--- src/rtl/hazard_controller_if.sv ---
// Hazard-controller bundle between the decode-side pipeline logic (master) and the controller (slave).
interface hazard_controller_if #(
    parameter int unsigned CNT_W = 32
);
    logic [4:0]       Rs1_D;
    logic [4:0]       Rs2_D;
    logic [4:0]       Rs1_E;
    logic [4:0]       Rs2_E;
    logic [4:0]       Rd_E;
    logic [1:0]       ResultSrc_E;
    logic [4:0]       Rd_M;
    logic             RegWrite_M;
    logic [4:0]       Rd_W;
    logic             RegWrite_W;
    logic             PCSrc_E;
    logic             Stall_F;
    logic             Stall_D;
    logic             Flush_D;
    logic             Flush_E;
    logic [1:0]       ForwardA_E;
    logic [1:0]       ForwardB_E;
    logic [CNT_W-1:0] StallCnt;
    logic [CNT_W-1:0] FlushCnt;

    modport master (
        output Rs1_D, Rs2_D, Rs1_E, Rs2_E, Rd_E, ResultSrc_E,
               Rd_M, RegWrite_M, Rd_W, RegWrite_W, PCSrc_E,
        input  Stall_F, Stall_D, Flush_D, Flush_E, ForwardA_E, ForwardB_E,
               StallCnt, FlushCnt
    );

    modport slave (
        input  Rs1_D, Rs2_D, Rs1_E, Rs2_E, Rd_E, ResultSrc_E,
               Rd_M, RegWrite_M, Rd_W, RegWrite_W, PCSrc_E,
        output Stall_F, Stall_D, Flush_D, Flush_E, ForwardA_E, ForwardB_E,
               StallCnt, FlushCnt
    );
endinterface

--- src/rtl/hazard_controller.sv ---
// EX forwarding, load-use stall sequencing and branch flush for the 5-stage core.
// Optional HAZARD_PERF_EN builds the stall/flush performance counters; otherwise they read 0.
module hazard_controller #(
    parameter int unsigned MEM_LAT = 1,
    parameter int unsigned CNT_W   = 32
) (
    input logic                clk,
    input logic                rst,
    hazard_controller_if.slave hz
);
    typedef enum logic {
        ST_RUN,
        ST_WAIT
    } state_t;

    localparam logic [2:0] LP_BUBBLES = 3'(MEM_LAT - 1);

    state_t     r_state;
    logic [2:0] r_bub_cnt;

    logic       w_lu_hit;
    logic       w_stall;
    logic       w_flush_d;
    logic       w_flush_e;
    logic [1:0] w_fwd_a;
    logic [1:0] w_fwd_b;

    assign w_lu_hit = (hz.ResultSrc_E == 2'b01) && (hz.Rd_E != 5'd0) &&
                      ((hz.Rd_E == hz.Rs1_D) || (hz.Rd_E == hz.Rs2_D));

    // M stage wins over W; x0 is never forwarded
    always_comb begin
        w_fwd_a = 2'b00;
        w_fwd_b = 2'b00;
        if (rst) begin
            if (hz.RegWrite_M && (hz.Rd_M != 5'd0) && (hz.Rd_M == hz.Rs1_E))
                w_fwd_a = 2'b10;
            else if (hz.RegWrite_W && (hz.Rd_W != 5'd0) && (hz.Rd_W == hz.Rs1_E))
                w_fwd_a = 2'b01;
            if (hz.RegWrite_M && (hz.Rd_M != 5'd0) && (hz.Rd_M == hz.Rs2_E))
                w_fwd_b = 2'b10;
            else if (hz.RegWrite_W && (hz.Rd_W != 5'd0) && (hz.Rd_W == hz.Rs2_E))
                w_fwd_b = 2'b01;
        end
    end

    // A taken branch discards the younger instructions, so it overrides any stall
    always_comb begin
        w_stall   = 1'b0;
        w_flush_d = 1'b0;
        w_flush_e = 1'b0;
        if (!rst) begin
            w_flush_d = 1'b1;
            w_flush_e = 1'b1;
        end else if (hz.PCSrc_E) begin
            w_flush_d = 1'b1;
            w_flush_e = 1'b1;
        end else if ((r_state == ST_WAIT) || w_lu_hit) begin
            w_stall   = 1'b1;
            w_flush_e = 1'b1;
        end
    end

    always_ff @(posedge clk or negedge rst) begin
        if (!rst) begin
            r_state   <= ST_RUN;
            r_bub_cnt <= '0;
        end else begin
            case (r_state)
                ST_RUN: begin
                    if (!hz.PCSrc_E && w_lu_hit && (MEM_LAT > 1)) begin
                        r_bub_cnt <= LP_BUBBLES;
                        r_state   <= ST_WAIT;
                    end
                end
                ST_WAIT: begin
                    if (hz.PCSrc_E) begin
                        r_bub_cnt <= '0;
                        r_state   <= ST_RUN;
                    end else begin
                        r_bub_cnt <= r_bub_cnt - 3'd1;
                        if (r_bub_cnt == 3'd1)
                            r_state <= ST_RUN;
                    end
                end
                default: r_state <= ST_RUN;
            endcase
        end
    end

    assign hz.Stall_F    = w_stall;
    assign hz.Stall_D    = w_stall;
    assign hz.Flush_D    = w_flush_d;
    assign hz.Flush_E    = w_flush_e;
    assign hz.ForwardA_E = w_fwd_a;
    assign hz.ForwardB_E = w_fwd_b;

`ifdef HAZARD_PERF_EN
    logic [CNT_W-1:0] r_stall_cnt;
    logic [CNT_W-1:0] r_flush_cnt;

    always_ff @(posedge clk or negedge rst) begin
        if (!rst) begin
            r_stall_cnt <= '0;
            r_flush_cnt <= '0;
        end else begin
            if (w_stall)
                r_stall_cnt <= r_stall_cnt + 1'b1;
            if (w_flush_d)
                r_flush_cnt <= r_flush_cnt + 1'b1;
        end
    end

    assign hz.StallCnt = r_stall_cnt;
    assign hz.FlushCnt = r_flush_cnt;
`else
    assign hz.StallCnt = {CNT_W{1'b0}};
    assign hz.FlushCnt = {CNT_W{1'b0}};
`endif
endmodule

--- src/flat_wrapper.sv ---
// flat-port wrapper written by rule: the top's interface ports become plain ports
module hazard_controller_flat 
#(
    parameter int unsigned MEM_LAT = 1,
    parameter int unsigned CNT_W   = 32
)
  (clk, rst, hz_Rs1_D, hz_Rs2_D, hz_Rs1_E, hz_Rs2_E, hz_Rd_E, hz_ResultSrc_E, hz_Rd_M, hz_RegWrite_M, hz_Rd_W, hz_RegWrite_W, hz_PCSrc_E, hz_Stall_F, hz_Stall_D, hz_Flush_D, hz_Flush_E, hz_ForwardA_E, hz_ForwardB_E, hz_StallCnt, hz_FlushCnt);
  hazard_controller_if #(.CNT_W(CNT_W)) hz_i ();
  input logic clk;
  input logic rst;
  input wire logic [$bits(hz_i.Rs1_D)-1:0] hz_Rs1_D;
  input wire logic [$bits(hz_i.Rs2_D)-1:0] hz_Rs2_D;
  input wire logic [$bits(hz_i.Rs1_E)-1:0] hz_Rs1_E;
  input wire logic [$bits(hz_i.Rs2_E)-1:0] hz_Rs2_E;
  input wire logic [$bits(hz_i.Rd_E)-1:0] hz_Rd_E;
  input wire logic [$bits(hz_i.ResultSrc_E)-1:0] hz_ResultSrc_E;
  input wire logic [$bits(hz_i.Rd_M)-1:0] hz_Rd_M;
  input wire logic [$bits(hz_i.RegWrite_M)-1:0] hz_RegWrite_M;
  input wire logic [$bits(hz_i.Rd_W)-1:0] hz_Rd_W;
  input wire logic [$bits(hz_i.RegWrite_W)-1:0] hz_RegWrite_W;
  input wire logic [$bits(hz_i.PCSrc_E)-1:0] hz_PCSrc_E;
  output wire logic [$bits(hz_i.Stall_F)-1:0] hz_Stall_F;
  output wire logic [$bits(hz_i.Stall_D)-1:0] hz_Stall_D;
  output wire logic [$bits(hz_i.Flush_D)-1:0] hz_Flush_D;
  output wire logic [$bits(hz_i.Flush_E)-1:0] hz_Flush_E;
  output wire logic [$bits(hz_i.ForwardA_E)-1:0] hz_ForwardA_E;
  output wire logic [$bits(hz_i.ForwardB_E)-1:0] hz_ForwardB_E;
  output wire logic [$bits(hz_i.StallCnt)-1:0] hz_StallCnt;
  output wire logic [$bits(hz_i.FlushCnt)-1:0] hz_FlushCnt;
  assign hz_i.Rs1_D = hz_Rs1_D;
  assign hz_i.Rs2_D = hz_Rs2_D;
  assign hz_i.Rs1_E = hz_Rs1_E;
  assign hz_i.Rs2_E = hz_Rs2_E;
  assign hz_i.Rd_E = hz_Rd_E;
  assign hz_i.ResultSrc_E = hz_ResultSrc_E;
  assign hz_i.Rd_M = hz_Rd_M;
  assign hz_i.RegWrite_M = hz_RegWrite_M;
  assign hz_i.Rd_W = hz_Rd_W;
  assign hz_i.RegWrite_W = hz_RegWrite_W;
  assign hz_i.PCSrc_E = hz_PCSrc_E;
  assign hz_Stall_F = hz_i.Stall_F;
  assign hz_Stall_D = hz_i.Stall_D;
  assign hz_Flush_D = hz_i.Flush_D;
  assign hz_Flush_E = hz_i.Flush_E;
  assign hz_ForwardA_E = hz_i.ForwardA_E;
  assign hz_ForwardB_E = hz_i.ForwardB_E;
  assign hz_StallCnt = hz_i.StallCnt;
  assign hz_FlushCnt = hz_i.FlushCnt;
  hazard_controller #(.MEM_LAT(MEM_LAT), .CNT_W(CNT_W)) u_core (.clk(clk), .rst(rst), .hz(hz_i));
endmodule
--- config.mk ---
export PLATFORM = sky130hd
export DESIGN_NAME = hazard_controller_flat
export DESIGN_NICKNAME = d
export VERILOG_FILES = /design/src/rtl/hazard_controller_if.sv /design/src/rtl/hazard_controller.sv /design/src/flat_wrapper.sv
export SDC_FILE = /design/constraint.sdc
export NUM_CORES = 1
export LEC_CHECK = 0
export CAP_MARGIN = 20
export CELL_PAD_IN_SITES_DETAIL_PLACEMENT = 1
export CELL_PAD_IN_SITES_GLOBAL_PLACEMENT = 1
export CORE_ASPECT_RATIO = 0.5
export CORE_MARGIN = 4
export CORE_UTILIZATION = 17
export CTS_CLUSTER_SIZE = 16
export DETAILED_ROUTE_END_ITERATION = 8
export PLACE_DENSITY_LB_ADDON = 0.1
export SYNTH_ARGS = -nofsm -noshare
export SYNTH_HDL_FRONTEND = slang
export SYNTH_SLANG_ARGS = --single-unit
--- constraint.sdc ---
create_clock -name clk -period 1.39 [get_ports clk]
set_input_delay 0.2085 -clock clk [delete_from_list [all_inputs] [get_ports clk]]
set_output_delay 0.2085 -clock clk [all_outputs]
set_load 0.01 [all_outputs]
# Word level (Yosys, flattened, before mapping)
# Cells that the tools add are included.
[totals]
register_bits = 4
latch_bits = 0
ram_bits = 0
mem_bits_ro = 0
in_bits = 42
output_inout_bits = 72
word_cells = 41
mem_count = 0
[classes]
n_addsub = 1
multipliers = 0
div_mod_pow = 0
n_lt_le_gt_ge = 0
eq_ne = 8
shift = 0
muxes = 17
bitwise_logic = 0
n_reduce_logical = 13
[op_table]
columns = ["op", "count"]
rows = [
  ["$eq 5x5->1", 6],
  ["$reduce_bool 5->1", 3],
  ["$mux 1", 12],
  ["$logic_and 1x1->1", 8],
  ["$mux 2", 4],
  ["$eq 3x1->1 const B", 1],
  ["$mux 3", 1],
  ["$sub 3x1->3 const B", 1],
  ["$eq 2x1->1 const B", 1],
  ["$logic_or 1x1->1", 2],
]

# Depth between registers and ports, before layout
[depth]
word_depth = 7
depth_mapped = 5
ltp_nobuf = 5

# Worst setup path before layout
# No wires, ideal clock.
[synth_path]
path_type = "input-to-output"
startpoint = "in hz_Rd_M[0]"
endpoint = "out hz_ForwardA_E[0]"
t_arrival_ps = 1317
required_time_ps = 1182
setup_slack_ps = -136
path_stages = 4
path_buffers = 0
cell_sequence = "or4_1 -> o21ai_1 -> nor4_1 -> nor4_2"
[synth_via]
elab_chain_cells = 5
elab_cells_between_ends = 6
classes_between = "eq/ne: 1; mux: 2; reduce/logical: 3"
[synth_lines]
columns = ["element", "line", "text"]
rows = [
  ["from (decl)", "flat_wrapper.sv:17", "input wire logic [$bits(hz_i.Rd_M)-1:0] hz_Rd_M;"],
  ["$reduce_bool 5->1", "hazard_controller.sv:36", "if (hz.RegWrite_M && (hz.Rd_M != 5'd0) && (hz.Rd_M == hz.Rs1_E))"],
  ["$logic_and 1x1->1", "hazard_controller.sv:36", ""],
  ["$logic_and 1x1->1 (*)", "hazard_controller.sv:36", ""],
  ["$mux 2 (*)", "hazard_controller.sv:36", ""],
  ["$mux 2 (*)", "hazard_controller.sv:35", "if (rst) begin"],
  ["to (decl)", "flat_wrapper.sv:26", "output wire logic [$bits(hz_i.ForwardA_E)-1:0] hz_ForwardA_E;"],
]
# Mark *: on every way between the ends. The rest lies on a longest branch, timed or not.

# Worst setup path after layout
[layout_path]
startpoint = "in hz_Rd_M[0]"
endpoint = "out hz_ForwardB_E[0]"
[layout_via]
elab_chain_cells = 5
elab_cells_between_ends = 6
classes_between = "eq/ne: 1; mux: 2; reduce/logical: 3"
[layout_lines]
columns = ["element", "line", "text"]
rows = [
  ["$reduce_bool 5->1", "hazard_controller.sv:40", "if (hz.RegWrite_M && (hz.Rd_M != 5'd0) && (hz.Rd_M == hz.Rs2_E))"],
  ["$logic_and 1x1->1", "hazard_controller.sv:40", ""],
  ["$logic_and 1x1->1 (*)", "hazard_controller.sv:40", ""],
  ["$mux 2 (*)", "hazard_controller.sv:40", ""],
  ["$mux 2 (*)", "hazard_controller.sv:35", ""],
  ["to (decl)", "flat_wrapper.sv:27", "output wire logic [$bits(hz_i.ForwardB_E)-1:0] hz_ForwardB_E;"],
]
# Marks and branches as above.

==> impl_metrics.yaml <==
die:
  row_count: 20
  io_pins: 114
  die_y_microns: 65.7
  core_area_sq_um: 6260
  dieArea_sq_um: 8100
  start_util_pct: 18.1
  die_x_microns: 123
routing:
  via_per_inst: 3.28
  drt_pass1_iterations: 4
  routed_wl_microns: 3790
  drt-initial-drc-count: 9
  wl_per_cell_microns: 12.0
  drc_errors: 0
  dr_total_vias: 1037
  drtAntennaViolNets: 0
logic_synthesis:
  syn_area_sq_um: 1130
  synth_seq_cells: 4
  synth_ff_type: "dfrtp_1"
  synthCells: 145
  synth-async-reset-ratio_pct: 100
  yosys.area.top_type: "buf_4"
  synthMostInstantiatedCell: "buf_4"
  yosysWarnings: 0
  synth_common_cells: "65 x buf_4, 24 x xor2_1, 6 x xnor2_1, 5 x nand2_1, 5 x nor2_1"
  yosysTopAreaCellShare_pct: 43.1
  syn-mean-instance-area_sq_um: 7.80
  synth_edf_count: 0
  synth_cell_types: 25
  ys_top_cells_by_area: "buf_4 43%, xor2_1 19%, dfrtp_1 8.8%"
  yosysSeqAreaShare_pct: 8.85
placement:
  hpwl_microns: 3090
  gp_congestion: 0.709
  dpl_cell_area_sq_um: 1700
  port_buffers: 49
  dp_cells: 306
flow_run:
  max_cap_violations: 0
pwr:
  irDropWorstVdd_mv: 0.431
  p_leak_nw: 0.974
  cellInternalPower_uw: 681
  p_clk_share_pct: 45.5
  p_per_area_nw_per_um2: 539
  switching_share_pct: 31.9
  pwr-share-comb_pct: 42.8
  switchingPower_uw: 319
  seqPwrFrac_pct: 11.7
  total_power_mw: 1.00
worst_setup_path:
  crit_path_max_fanout: 2
  worstSetupEndpointType: "primary output"
  path_cells: "buf_6 -> or4_4 -> o21ai_4 -> buf_6 -> nor4_4 -> buf_4 -> nor4_4 -> buf_2"
  cp-start-kind: "primary input"
  cpPeakStageDelay_ps: 540
  crit_type: "in2out"
  critPathSlowestCell: "or4_4"
  timing.critical_path.buf_inv: 4
  crit_required_ps: 1180
  arrival_ps: 1630
  critical_path.top_delay_family: "simple AND/OR/NAND/NOR gates"
cells_and_area:
  final_cell_area_sq_um: 1860
  finalNetCount: 274
  n_antenna_cell: 0
  post-route-util_pct: 29.7
  drive_gt1_share_pct: 36.8
  fin_cells: 316
  syn_to_final_growth_pct: 64.0
global_routing:
  grtUsageTotal_pct: 8.56
  grt_use_met2_pct: 15.1
  grt_busiest_layer: "met2"
  gr-total-overflow: 0
  grt_pass1_vias: 1068
  grt_max_degree: 7
  grt_pass1_wl_microns: 5350
  use_met1_pct: 11.0
  antenna_found_initial: 0
  gr-usage-met3_pct: 1.46
sta:
  drv_slew: 0
  clock.fmax_mhz: 544
  hold_violations: 0
  grt_setup_unrepaired: "yes"
  finalCritPeriodShare_pct: 132
  period_needed_ps: 1840
  finalSetupTns_ps: -1550
  setup_slack_ps: -448
  clock-skew-final_ps: 0.788
  final-setup-viol-count: 4
clock_network:
  cts-hold-fix-buffers: 0
  cts.sinks: 4
  worstSkewPairLatency_ps: 220
  clk_pin_slew_ps: 30
  cts_tree: "yes"
  htreeDepth: 1
  clockBufferDepth: 2
  root_buffer: "clkbuf_16"
  numCtsBuffers: 3
status:
  violations: "negative setup slack"
  status: "finished with violations"
min_path:
  hp-class: "in2async"
[metal layers]
layer  vias up  part of all wire (%)
met5         -                     0
met4         0                   1.2
met3         4                   8.6
met2        66                    48
met1       466                    42
li1        501                     -
[layout by cell type, fill, tap and decap left out, drive strengths merged]
cell           Yosys  routed
o211ai             1       1
o21ai              4       4
xnor2              6       6
mux2i              1       1
xor2              24      24
nor3               3       3
clkdlybuf4s15      0       6
conb               1      64
nand2              5       5
a21oi              1       1
clkbuf             0       9
dlygate4sd2        0       9
nor4               4       4
o22ai              1       1
inv                4       4
buf               65      54
nand2b             1       1
and2               2       2
dlymetal6s2s       0       5
dfrtp              4       4
clkdlybuf4s50      0       2
nor2b              2       2
or4                4       4
mux2               1       1
nand3              3       3
ha                 2       2
a22oi              1       1
nor2               5       5
[power groups by stage]
stage	clock, mW	sequential [mW]	combinational, mW
after floorplan	0	0.119	0.304
after CTS	0.458	0.117	0.412
after global placement	0	0.119	0.403
after global routing	0.467	0.117	0.468
final	0.455	0.117	0.428
after detailed placement	0	0.119	0.402
[layout make-up]
| cell class | instances | area (sq um) |
|---|---|---|
| timing repair buffer | 82 | 664 |
| tap | 88 | 110 |
| sequential | 4 | 100 |
| inverter | 4 | 15.0 |
| clock buffer | 3 | 75.1 |
| fill | 787 | 4400 |
| multi-input combinational | 135 | 891 |
[flip-flops by register name, summed over array words and instances (netlist names)]
signal	flops
u_core.r_bub_cnt	3
u_core.r_state	1
[tightest hold or removal path: cells and delay by family]
| kind | cells | cell delay (ps) |
|---|---|---|
| buf+inv | 3 | 360 |
[final timing paths]
check / startpoint / to / slack [ps] / cells past startpoint
setup reg to reg: u_core.r_bub_cnt[0] / u_core.r_bub_cnt[2] / 270 / 5
max in group asynchronous: rst / u_core.r_bub_cnt[2] / 1250 / 3
hold / removal: rst / u_core.r_bub_cnt[1] / 20 / 3
setup / recovery: hz_Rd_M[0] / hz_ForwardB_E[0] / -450 / 8
min in group clk: hz_PCSrc_E / u_core.r_bub_cnt[2] / 490 / 3
hold reg to reg: u_core.r_bub_cnt[2] / u_core.r_state / 540 / 2
[cells by family (layout without fill, tap and decap cells)]
| logic type | count (synthesis) | after routing | share of synthesized area [%] |
|---|---|---|---|
| AOI/OAI and AO/OA | 8 | 8 | 4.09 |
| xor gates and xnor gates | 30 | 30 | 23.2 |
| adders and majority gates | 2 | 2 | 2.21 |
| buffers and inverters | 69 | 89 | 44.5 |
| DFF | 4 | 4 | 8.85 |
| muxes | 2 | 2 | 1.88 |
| other | 1 | 64 | 0.332 |
| and+or+nand+nor | 29 | 29 | 14.9 |
[through the flow]
stage / setup WS, ps / hold slack, ps
finish: -448 / 16.3
CTS: -562 / 185
floorplan: -27.0 / -87.1
detailed placement: -1160 / 529
global route: -533 / 40.4
global placement: -1180 / 548
[repair_timing]
item / CTS / global route
gates resized for setup: 122 / 42
pin swaps: 24 / 23
endpoints found under the setup margin: 8 / 7
gates cloned: 0 / 0
setup buffers: 6 / 1
Power figures use the tool's default switching activity.
